### src/rtl/apb_gpio_flex_pkg.sv
`default_nettype none
// ============================================================================
// Module      : apb_gpio_flex_pkg
// Description : Shared constants for the APB GPIO controller: register byte
//               offsets and word indices, interrupt mode encoding, lock bits,
//               and the per-pin event match helper.
// Revision    : 1.0 - initial release
// ============================================================================
package apb_gpio_flex_pkg;

  // Register byte offsets (PADDR[6:0])
  localparam logic [6:0] c_OFF_DIR      = 7'h00;
  localparam logic [6:0] c_OFF_IN       = 7'h04;
  localparam logic [6:0] c_OFF_OUT      = 7'h08;
  localparam logic [6:0] c_OFF_INTEN    = 7'h0C;
  localparam logic [6:0] c_OFF_INTTYPE0 = 7'h10;
  localparam logic [6:0] c_OFF_INTTYPE1 = 7'h14;
  localparam logic [6:0] c_OFF_STATUS   = 7'h18;
  localparam logic [6:0] c_OFF_EN       = 7'h1C;
  localparam logic [6:0] c_OFF_DBEN     = 7'h20;
  localparam logic [6:0] c_OFF_DBCNT    = 7'h24;
  localparam logic [6:0] c_OFF_OUTSET   = 7'h28;
  localparam logic [6:0] c_OFF_OUTCLR   = 7'h2C;
  localparam logic [6:0] c_OFF_OUTTGL   = 7'h30;
  localparam logic [6:0] c_OFF_LOCK     = 7'h34;

  // Word indices as decoded from PADDR[6:2]
  localparam logic [4:0] c_IDX_DIR      = c_OFF_DIR[6:2];
  localparam logic [4:0] c_IDX_IN       = c_OFF_IN[6:2];
  localparam logic [4:0] c_IDX_OUT      = c_OFF_OUT[6:2];
  localparam logic [4:0] c_IDX_INTEN    = c_OFF_INTEN[6:2];
  localparam logic [4:0] c_IDX_INTTYPE0 = c_OFF_INTTYPE0[6:2];
  localparam logic [4:0] c_IDX_INTTYPE1 = c_OFF_INTTYPE1[6:2];
  localparam logic [4:0] c_IDX_STATUS   = c_OFF_STATUS[6:2];
  localparam logic [4:0] c_IDX_EN       = c_OFF_EN[6:2];
  localparam logic [4:0] c_IDX_DBEN     = c_OFF_DBEN[6:2];
  localparam logic [4:0] c_IDX_DBCNT    = c_OFF_DBCNT[6:2];
  localparam logic [4:0] c_IDX_OUTSET   = c_OFF_OUTSET[6:2];
  localparam logic [4:0] c_IDX_OUTCLR   = c_OFF_OUTCLR[6:2];
  localparam logic [4:0] c_IDX_OUTTGL   = c_OFF_OUTTGL[6:2];
  localparam logic [4:0] c_IDX_LOCK     = c_OFF_LOCK[6:2];

  // Interrupt mode encoding, two bits per pin in INTTYPE0/INTTYPE1
  typedef enum logic [1:0] {
    FALL     = 2'b00,
    RISE     = 2'b01,
    BOTH     = 2'b10,
    LEVEL_HI = 2'b11
  } inttype_e;

  // LOCK register bit positions
  localparam int c_LOCK_DIR = 0;  // guards DIR
  localparam int c_LOCK_OUT = 1;  // guards OUT, OUTSET, OUTCLR, OUTTGL
  localparam int c_LOCK_CFG = 2;  // guards INTEN, INTTYPE0/1, DBEN, DBCNT
  localparam int c_LOCK_W   = 3;

  // True when the filtered pin history matches the selected interrupt mode
  function automatic logic f_event_match(input logic [1:0] mode,
                                         input logic       filt,
                                         input logic       filt_d);
    logic match;
    match = 1'b0;
    case (inttype_e'(mode))
      FALL:     match = ~filt & filt_d;
      RISE:     match = filt & ~filt_d;
      BOTH:     match = filt ^ filt_d;
      LEVEL_HI: match = filt;
      default:  match = 1'b0;
    endcase
    return match;
  endfunction

endpackage
`default_nettype wire

### src/rtl/apb_gpio_flex_pin_filter.sv
`default_nettype none
// ============================================================================
// Module      : gpio_pin_filter
// Description : One GPIO input lane: multi-flop synchroniser, debounce
//               counter, filtered value and its one-cycle-delayed copy used
//               as the edge reference. Everything freezes while i_en is low.
// Revision    : 1.0 - initial release
// ============================================================================
module gpio_pin_filter #(
  parameter int SYNC_STAGES = 2,
  parameter int DEBOUNCE_W  = 8
) (
  input  logic                  clk,
  input  logic                  rst,
  input  logic                  i_en,
  input  logic                  i_dben,
  input  logic [DEBOUNCE_W-1:0] i_dbcnt,
  input  logic                  i_raw,
  output logic                  o_sync,
  output logic                  o_filt,
  output logic                  o_filt_d
);

  logic [SYNC_STAGES-1:0] r_sync;
  logic                   r_filt;
  logic                   r_filt_d;
  logic [DEBOUNCE_W-1:0]  r_cnt;
  logic                   w_s;

  assign w_s = r_sync[SYNC_STAGES-1];

  // Synchronise, debounce and keep the edge reference; hold when disabled
  always_ff @(posedge clk) begin
    if (rst) begin
      r_sync   <= '0;
      r_filt   <= 1'b0;
      r_filt_d <= 1'b0;
      r_cnt    <= '0;
    end else if (i_en) begin
      r_sync   <= {r_sync[SYNC_STAGES-2:0], i_raw};
      r_filt_d <= r_filt;
      if (!i_dben) begin
        r_filt <= w_s;
        r_cnt  <= '0;
      end else if (w_s == r_filt) begin
        r_cnt  <= '0;
      end else if (r_cnt >= i_dbcnt) begin
        // >= so a threshold lowered mid-count takes effect at once
        r_filt <= w_s;
        r_cnt  <= '0;
      end else begin
        r_cnt  <= r_cnt + 1'b1;
      end
    end
  end

  assign o_sync   = w_s;
  assign o_filt   = r_filt;
  assign o_filt_d = r_filt_d;

endmodule
`default_nettype wire

### src/rtl/apb_gpio_flex.sv
`default_nettype none
// ============================================================================
// Module      : apb_gpio_flex
// Description : APB GPIO controller top: register decode, sticky lock with
//               error response, output set/clear/toggle, W1C interrupt status
//               and registered level interrupt. Input lanes live in
//               gpio_pin_filter.
// Revision    : 1.0 - initial release
// ============================================================================
module apb_gpio_flex
  import apb_gpio_flex_pkg::*;
#(
  parameter int APB_ADDR_WIDTH = 12,
  parameter int NUM_GPIO       = 32,
  parameter int SYNC_STAGES    = 2,
  parameter int DEBOUNCE_W     = 8
) (
  input  logic                      HCLK,
  input  logic                      HRESET,
  input  logic [APB_ADDR_WIDTH-1:0] PADDR,
  input  logic [31:0]               PWDATA,
  input  logic                      PWRITE,
  input  logic                      PSEL,
  input  logic                      PENABLE,
  output logic [31:0]               PRDATA,
  output logic                      PREADY,
  output logic                      PSLVERR,
  input  logic [NUM_GPIO-1:0]       gpio_in,
  output logic [NUM_GPIO-1:0]       gpio_in_sync,
  output logic [NUM_GPIO-1:0]       gpio_out,
  output logic [NUM_GPIO-1:0]       gpio_dir,
  output logic                      interrupt
);

  // Bits at and above NUM_GPIO are never stored
  localparam logic [31:0] c_PIN_MASK  = (NUM_GPIO >= 32) ? 32'hFFFF_FFFF :
                                        ((32'd1 << NUM_GPIO) - 32'd1);
  localparam logic [63:0] c_TYPE_MASK = (NUM_GPIO >= 32) ? {64{1'b1}} :
                                        ((64'd1 << (2 * NUM_GPIO)) - 64'd1);

  logic [31:0]           r_dir, r_out, r_inten, r_en, r_dben, r_status;
  logic [63:0]           r_inttype;
  logic [DEBOUNCE_W-1:0] r_dbcnt;
  logic [c_LOCK_W-1:0]   r_lock;
  logic                  r_irq;

  logic [NUM_GPIO-1:0]   w_sync, w_filt, w_filt_d, w_ev;
  logic [4:0]            w_idx;
  logic                  w_access, w_wr, w_mapped, w_reject, w_wr_ok;
  logic [31:0]           w_wdata, w_w1c, w_ev32;
  logic                  w_unused_paddr;

  assign w_idx    = PADDR[6:2];
  assign w_access = PSEL & PENABLE;
  assign w_wr     = w_access & PWRITE;
  assign w_mapped = (w_idx <= c_IDX_LOCK);
  assign w_wdata  = PWDATA & c_PIN_MASK;
  assign w_unused_paddr = ^{PADDR[APB_ADDR_WIDTH-1:7], PADDR[1:0]};

  // Writes refused by a lock bit, plus the read-only IN register
  always_comb begin
    w_reject = 1'b0;
    case (w_idx)
      c_IDX_IN:       w_reject = 1'b1;
      c_IDX_DIR:      w_reject = r_lock[c_LOCK_DIR];
      c_IDX_OUT,
      c_IDX_OUTSET,
      c_IDX_OUTCLR,
      c_IDX_OUTTGL:   w_reject = r_lock[c_LOCK_OUT];
      c_IDX_INTEN,
      c_IDX_INTTYPE0,
      c_IDX_INTTYPE1,
      c_IDX_DBEN,
      c_IDX_DBCNT:    w_reject = r_lock[c_LOCK_CFG];
      default:        w_reject = 1'b0;
    endcase
  end

  assign w_wr_ok = w_wr & w_mapped & ~w_reject;
  assign PSLVERR = w_access & (~w_mapped | (PWRITE & w_reject));
  assign PREADY  = 1'b1;

  // Read mux; write-only and unmapped words return 0
  always_comb begin
    PRDATA = '0;
    case (w_idx)
      c_IDX_DIR:      PRDATA = r_dir;
      c_IDX_IN:       PRDATA = 32'(w_filt);
      c_IDX_OUT:      PRDATA = r_out;
      c_IDX_INTEN:    PRDATA = r_inten;
      c_IDX_INTTYPE0: PRDATA = r_inttype[31:0];
      c_IDX_INTTYPE1: PRDATA = r_inttype[63:32];
      c_IDX_STATUS:   PRDATA = r_status;
      c_IDX_EN:       PRDATA = r_en;
      c_IDX_DBEN:     PRDATA = r_dben;
      c_IDX_DBCNT:    PRDATA = 32'(r_dbcnt);
      c_IDX_LOCK:     PRDATA = 32'(r_lock);
      default:        PRDATA = '0;
    endcase
  end

  // Configuration and output registers, updated on an accepted write
  always_ff @(posedge HCLK) begin
    if (HRESET) begin
      r_dir     <= '0;
      r_out     <= '0;
      r_inten   <= '0;
      r_en      <= '0;
      r_dben    <= '0;
      r_inttype <= '0;
      r_dbcnt   <= '0;
      r_lock    <= '0;
    end else if (w_wr_ok) begin
      case (w_idx)
        c_IDX_DIR:      r_dir   <= w_wdata;
        c_IDX_OUT:      r_out   <= w_wdata;
        c_IDX_OUTSET:   r_out   <= r_out | w_wdata;
        c_IDX_OUTCLR:   r_out   <= r_out & ~w_wdata;
        c_IDX_OUTTGL:   r_out   <= r_out ^ w_wdata;
        c_IDX_INTEN:    r_inten <= w_wdata;
        c_IDX_INTTYPE0: r_inttype[31:0]  <= PWDATA & c_TYPE_MASK[31:0];
        c_IDX_INTTYPE1: r_inttype[63:32] <= PWDATA & c_TYPE_MASK[63:32];
        c_IDX_EN:       r_en    <= w_wdata;
        c_IDX_DBEN:     r_dben  <= w_wdata;
        c_IDX_DBCNT:    r_dbcnt <= PWDATA[DEBOUNCE_W-1:0];
        c_IDX_LOCK:     r_lock  <= r_lock | PWDATA[c_LOCK_W-1:0];
        default:        ;
      endcase
    end
  end

  // One filter lane and event detector per implemented pin
  for (genvar i = 0; i < NUM_GPIO; i++) begin : g_pin
    gpio_pin_filter #(
      .SYNC_STAGES (SYNC_STAGES),
      .DEBOUNCE_W  (DEBOUNCE_W)
    ) u_filter (
      .clk      (HCLK),
      .rst      (HRESET),
      .i_en     (r_en[i]),
      .i_dben   (r_dben[i]),
      .i_dbcnt  (r_dbcnt),
      .i_raw    (gpio_in[i]),
      .o_sync   (w_sync[i]),
      .o_filt   (w_filt[i]),
      .o_filt_d (w_filt_d[i])
    );

    assign w_ev[i] = r_inten[i] & r_en[i] &
                     f_event_match(r_inttype[2*i +: 2], w_filt[i], w_filt_d[i]);
  end

  assign w_ev32 = 32'(w_ev);
  assign w_w1c  = (w_wr_ok && (w_idx == c_IDX_STATUS)) ? PWDATA : 32'd0;

  // Sticky status: a new event outranks a simultaneous clear
  always_ff @(posedge HCLK) begin
    if (HRESET) begin
      r_status <= '0;
    end else begin
      r_status <= ((r_status & ~w_w1c) | w_ev32) & c_PIN_MASK;
    end
  end

  // Level interrupt follows enabled status one cycle later
  always_ff @(posedge HCLK) begin
    if (HRESET) begin
      r_irq <= 1'b0;
    end else begin
      r_irq <= |(r_status & r_inten);
    end
  end

  assign interrupt    = r_irq;
  assign gpio_in_sync = w_sync;
  assign gpio_out     = r_out[NUM_GPIO-1:0];
  assign gpio_dir     = r_dir[NUM_GPIO-1:0];

endmodule
`default_nettype wire

### config.mk
export PLATFORM = sky130hd
export DESIGN_NAME = apb_gpio_flex
export DESIGN_NICKNAME = d
export VERILOG_FILES = /design/src/rtl/apb_gpio_flex_pkg.sv /design/src/rtl/apb_gpio_flex_pin_filter.sv /design/src/rtl/apb_gpio_flex.sv
export SDC_FILE = /design/constraint.sdc
export NUM_CORES = 2
export LEC_CHECK = 0
export ABC_AREA = 1
export ABC_CLOCK_PERIOD_IN_PS = 3300
export BUFFER_PORTS_ARGS = -buffer_cell sky130_fd_sc_hd__buf_2
export CAP_MARGIN = 20
export CORE_ASPECT_RATIO = 2
export CORE_UTILIZATION = 55
export CTS_CLUSTER_DIAMETER = 100
export DETAILED_ROUTE_END_ITERATION = 10
export PLACE_DENSITY = 0.73
export SYNTH_ARGS = -nofsm -noshare
export SYNTH_HDL_FRONTEND = slang
export SYNTH_HIERARCHICAL = 1
export SYNTH_SLANG_ARGS = --single-unit
### constraint.sdc
create_clock -name HCLK -period 3.3 [get_ports HCLK]
set_input_delay 0.33 -clock HCLK [delete_from_list [all_inputs] [get_ports HCLK]]
set_output_delay 0.33 -clock HCLK [all_outputs]
set_load 0.01 [all_outputs]
# Word-level counts from Yosys, hierarchy flattened
# Index checks and enable logic that the tools add are counted.
# op_classes
n_eq_ne	205
bitwise_logic	242
mux	228
n_reduce_logical	79
n_div	0
multipliers	0
addsub	32
order_cmp	33
shift	0
# op_table
op	count
2-to-1 mux 8 bit	96
case mux 32 bit (11 select lines)	1
adder 8 x 1 -> 8 bit, second input constant	32
>= comparator 8 bit	32
AND 1 bit	134
case mux 1 bit (4 select lines)	33
equality test 2 bit, second input constant	64
case mux 32 bit (4 select lines)	1
AND 32 bit	3
2-to-1 mux 1 bit	96
AND reduction 3 bit	32
inverter 1 bit	66
equality test 2 x 1 -> 1 bit, second input constant	32
logical NOT 2 bit	32
inequality test 2 x 1 -> 1 bit, second input constant	32
inequality test 2 bit, second input constant	32
inverter 32 bit	2
bitwise OR 32 bit	2
equality test 1 bit	32
2-to-1 mux 32 bit	1
OR reduction 32 bit	1
XOR 1 bit	32
XOR 32 bit	1
equality test 5 x 4 -> 1 bit, second input constant	6
other kinds (12)	24
# word_totals
ramBits	0
latch_bits	0
reg_bits	652
mem_count	0
inputBits	81
rom_bits	0
output_inout_bits	131
elab_cells	958

# Logic depth before layout (Yosys ltp)
# logic_depth
word_depth	10
ltp_mapped	13
depth_no_buf	13

# By module
# The synthesis kept the hierarchy.
# modules_own_cells
module	area_per_inst_um2	seq_area_each_um2	cells_per_inst	instances
gpio_pin_filter	863.3	240.2	123	32
apb_gpio_flex	15199.6	5365.1	2217	1

# Worst setup path after synthesis
# OpenSTA, ideal clock, no wires.
# synth_path
kind	register -> register
start	register r_dbcnt[7]
end	register g_pin[0].u_filter.r_cnt[2]
arrival_ps	1930
n_path_buf	1
stages_incl_launch_ff	9
period_less_slack_ps	2000
setup_slack_ps	1300
t_required_ps	3230
setup_ps	70
cell_sequence	dfxtp_1 > inv_1 > ha_1 > a21o_1 > nor2_2 > and3_1 > buf_6 > nand3_1 > a21oi_1
# synth_via
elab_chain_len	4
# synth_rtl
element	line_no	text
start, declared	apb_gpio_flex.sv:43	logic [DEBOUNCE_W-1:0] r_dbcnt;
start signal, assigned	apb_gpio_flex.sv:125	c_IDX_DBCNT: r_dbcnt <= PWDATA[DEBOUNCE_W-1:0];
>= comparator 8 bit	apb_gpio_flex_pin_filter.sv:47	end else if (r_cnt >= i_dbcnt) begin
2-to-1 mux 8 bit	apb_gpio_flex_pin_filter.sv:47	
2-to-1 mux 8 bit	apb_gpio_flex_pin_filter.sv:45	end else if (w_s == r_filt) begin
2-to-1 mux 8 bit	apb_gpio_flex_pin_filter.sv:42	if (!i_dben) begin
end signal, assigned	apb_gpio_flex_pin_filter.sv:52	r_cnt <= r_cnt + 1'b1;
end, declared	apb_gpio_flex_pin_filter.sv:27	logic [DEBOUNCE_W-1:0] r_cnt;
# Every way passes these cells.
# A chain may end at the register's enable or synchronous reset.

# Worst setup path after layout
# layout_path
start	input PADDR[3]
end	output PRDATA[15]
# layout_via
elab_chain_len	2
word_cells_on_any_way	12
cone_classes	eq/ne: 10; mux: 1; reduce/logical: 1
# layout_rtl
element	line_no	text
start, declared	apb_gpio_flex.sv:20	input logic [APB_ADDR_WIDTH-1:0] PADDR,
equality test 5 x 4 -> 1 bit (tied with other cells)	apb_gpio_flex.sv:86	case (w_idx)
case mux 32 bit (11 select lines) *	apb_gpio_flex.sv:86	
end, declared	apb_gpio_flex.sv:25	output logic [31:0] PRDATA,
# Mark *: on every way between the ends. The rest lies on a longest branch, timed or not.

==> results.sh <==
export IMPL_antenna_left=0
export IMPL_setup_tns_final_ns=0
export IMPL_synthMuxAreaShare=0
export IMPL_wl_per_cell_um=18.5
export IMPL_netlist_area_sq_mm=0.0428
export IMPL_viasPerCell=5.60
export IMPL_cts_setup_buffers=0
export IMPL_ff_latch_area_sq_mm=0.0131
export IMPL_slew_violations=0
export IMPL_hold_viol=0
export IMPL_yosys_area_top_type="dfxtp_1"
export IMPL_coreArea_sq_mm=0.0771
export IMPL_grt_pass1_vias=39200
export IMPL_rsz0062_at_grt="false"
export IMPL_period_needed_ns=2.97
export IMPL_path_delay_family="buffers and inverters"
export IMPL_cp_cell_sequence="buf_2, nand2_1, inv_1, nand3_2, clkinv_1, buf_4, nand2_1, o21ai_0, a221oi_1, nand4_1, buf_2"
export IMPL_vias=41300
export IMPL_numCtsBuffers=66
export IMPL_die_area_sq_mm=0.0791
export IMPL_ys_seq_area_frac=0.305
export IMPL_synth_seq_cells=652
export IMPL_worstSetupEndpointType="output port"
export IMPL_track_usage=0.344
export IMPL_whs_ns=0.0634
export IMPL_r2r_slack_ns=0.81
export IMPL_cp_max_fo=13
export IMPL_die_h_um=397
export IMPL_synthSimpleGateAreaFrac=0.263
export IMPL_die_w_um=199
export IMPL_cts_root_buf="clkbuf_16"
export IMPL_grt_overflow_total=0
export IMPL_fp_row_count=144
export IMPL_antenna_found_initial=8
export IMPL_cp_num_buf_inv=5
export IMPL_post_route_period_util=0.901
export IMPL_holdCritPathClass="in -> reg"
export IMPL_setup_viol=0
export IMPL_slowest_delay_ns=0.53
export IMPL_cts_sinks=652
export IMPL_leakagePower_nw=19.5
export IMPL_synth_top_family_by_area="simple AND/OR/NAND/NOR gates"
export IMPL_grt_max_degree=112
export IMPL_drc=0
export IMPL_p_int_mw=12.4
export IMPL_clk_path_buf_depth=3
export IMPL_synthAdderAreaFrac=0.122
export IMPL_worst_slew_pin_transition_ns=1.02
export IMPL_synthXorXnorAreaFrac=0.0393
export IMPL_syn2layout_area_growth_pct=9.12
export IMPL_dp_hpwl_mm=97.7
export IMPL_synth_area_leaders="dfxtp_1 30%, ha_1 12%, nand2_1 10%"
export IMPL_nFillCells=7364
export IMPL_synth_compound_area_share=0.144
export IMPL_clock_skew_final_ns=0.0273
export IMPL_netSwitchingFraction=0.239
export IMPL_status="complete, no violations"
export IMPL_drt_pass1_iterations=6
export IMPL_num_nets_final=6786
export IMPL_yosysWarningCount=6
export IMPL_power_switching_mw=3.91
export IMPL_clock_fmax_mhz=336
export IMPL_worstPathRequired_ns=2.97
export IMPL_gp_congestion=0.985
export IMPL_htreeDepth=3
export IMPL_path_clk_slew_ns=0.06
export IMPL_multiInputGateArea_sq_mm=0.0243
export IMPL_critPathKind="in -> out"
export IMPL_comb_power_share=0.041
export IMPL_max_cap_viol_count=0
export IMPL_ios=212
export IMPL_p_clk_frac=0.476
export IMPL_syn_nets=6650
export IMPL_drive_gt1_frac=0.118
export IMPL_slew_headroom=0.322
export IMPL_critPathArrivalTime_ns=2.64
export IMPL_syn_area_per_cell_sq_um=6.96
export IMPL_cts_tree="yes"
export IMPL_p_seq_frac=0.483
export IMPL_peakVddDrop_v=0.000410
export IMPL_start_kind="input port"
export IMPL_netlist_area_leader_share=0.305
export IMPL_drtIter0Drc=2786
export IMPL_netlist_instances=6153
export IMPL_grt_pass1_wl_mm=211
export IMPL_synth_cell_types=36
export IMPL_crit_slowest_cell="clkinv_1"
export IMPL_routed_wl_mm=137
export IMPL_powerDensity_mw_per_mm2=349
export IMPL_post_cts_resize_count=0
export IMPL_insertion_delay_ns=0.65
export IMPL_io_buffers=203
export IMPL_start_util=0.555
## cell type report
| class | instances | share of cell area |
|---|---|---|
| multi-input combinational | 4283 | 0.520 |
| sequential | 652 | 0.280 |
| inverter | 990 | 0.0848 |
| clock buffer | 100 | 0.0436 |
| timing repair buffer | 296 | 0.0413 |
| tap | 1022 | 0.0274 |
| clock inverter | 15 | 0.00254 |
| antenna | 9 | 0.000482 |
## layout by cell type (no fill, tap or decap), types with 36 or more instances in the layout
cell	Yosys	layout
nand2_1	1154	1154
inv_1	818	817
nor2_1	713	711
dfxtp_1	652	644
a21oi_1	521	521
ha_1	416	416
o21ai_0	344	344
nand3_1	334	334
buf_2	22	202
inv_2	138	139
xor2_1	128	128
nand4_1	114	114
clkbuf_16	0	73
xnor2_1	64	64
o21ai_1	64	64
buf_4	38	51
nor3_1	39	39
a221oi_1	36	36
## kinds of logic after synthesis
kind of cell    count (synthesis)
compound gates               1119
xor+xnor                      192
fa+ha+maj                     416
buf+inv                      1218
flops                         652
other cells                     1
simple gates                 2555
## Yosys cell counts
| master | count |
|---|---|
| nand2_1 | 1154 |
| inv_1 | 818 |
| nor2_1 | 713 |
| dfxtp_1 | 652 |
| a21oi_1 | 521 |
| ha_1 | 416 |
| o21ai_0 | 344 |
| nand3_1 | 334 |
| inv_2 | 138 |
| xor2_1 | 128 |
| nand4_1 | 114 |
| clkbuf_1 | 101 |
| buf_6 | 65 |
| o21ai_1 | 64 |
| xnor2_1 | 64 |
| nor3_1 | 39 |
| buf_4 | 38 |
| a221oi_1 | 36 |
| nand3_2 | 35 |
| o22ai_1 | 35 |
| nand2_2 | 34 |
| nor2_2 | 34 |
| nor2_4 | 33 |
| o211ai_1 | 33 |
| a21o_1 | 32 |
| a21oi_2 | 32 |
| and3_1 | 32 |
| inv_8 | 32 |
| nor3_2 | 32 |
| buf_2 | 22 |
| a22o_1 | 21 |
| buf_1 | 2 |
| clkinv_1 | 2 |
| a32o_1 | 1 |
| conb_1 | 1 |
| nand2_4 | 1 |
## routing by layer
layer,wire length (um),vias up,share of wire,GRT usage
met5,48,-,0.00035,0
met4,10200,10,0.075,0.237
met3,10300,510,0.076,0.0676
met2,66100,1475,0.48,0.598
met1,49800,19200,0.36,0.371
li1,-,20100,-,-
## power groups by stage
stage / sequential (mW) / combinational, mW / clock [mW]
2_1_floorplan: 8.07 / 0.386 / 0
3_3_place_gp: 8.07 / 0.613 / 0
3_5_place_dp: 8.07 / 0.624 / 0
4_1_cts: 7.89 / 0.656 / 7.89
5_1_grt: 7.89 / 0.730 / 8.15
6_report: 7.89 / 0.671 / 7.77
## what timing repair did
item	4_1_cts	5_1_grt
endpoints found under the hold margin	32	0
hold buffers	32	0
endpoints found under the setup margin	0	0
## sequential cells by signal, indices dropped and copies added, names as in the netlist
| name | count |
|---|---|
| g_pin.u_filter/r_cnt | 256 |
| g_pin.u_filter/r_sync | 64 |
| r_inttype | 64 |
| g_pin.u_filter/o_filt | 32 |
| g_pin.u_filter/o_filt_d | 32 |
| gpio_dir | 32 |
| gpio_out | 32 |
| r_dben | 32 |
| r_en | 32 |
| r_inten | 32 |
| r_status | 32 |
| r_dbcnt | 8 |
| r_lock | 3 |
| interrupt | 1 |
## worst reg2reg max path: stages (launching register included)
cell and delay, ns:
dfxtp_1 0.30, inv_1 0.11, nor2_1 0.06, nor2_1 0.11, nand3_2 0.13, nor2_4 0.38, buf_4 0.23, nand2_2 0.20
inv_2 0.55, nand2_1 0.16, nand2_1 0.09, nor2_1 0.05
## metrics by stage
| stage | cells | setup slack (ns) | cell area (sq um) | util | power [mW] |
|---|---|---|---|---|---|
| after floorplan | 6153 | 1.30 | 42800 | - | 8.45 |
| after global placement | 7211 | 0.462 | 44200 | 0.574 | 8.69 |
| after global routing | 7361 | 0.125 | 46700 | 0.606 | 16.8 |
| after detailed placement | 7211 | 0.389 | 44200 | 0.574 | 8.70 |
| after CTS | 7358 | 0.389 | 46700 | 0.606 | 16.4 |
| final | 7367 | 0.325 | 46700 | 0.606 | 16.3 |
## final timing paths
| path | start | endpoint | depth (start not counted) |
|---|---|---|---|
| setup / recovery | PADDR[3] | PRDATA[15] | 11 |
| hold / removal | PWDATA[1] | r_lock[1] | 3 |
| setup reg to reg | r_lock[0] | gpio_out[28] | 11 |
| hold reg to reg | r_status[26] | r_status[26] | 2 |
Note: power is estimated with default switching activity, not from simulation.
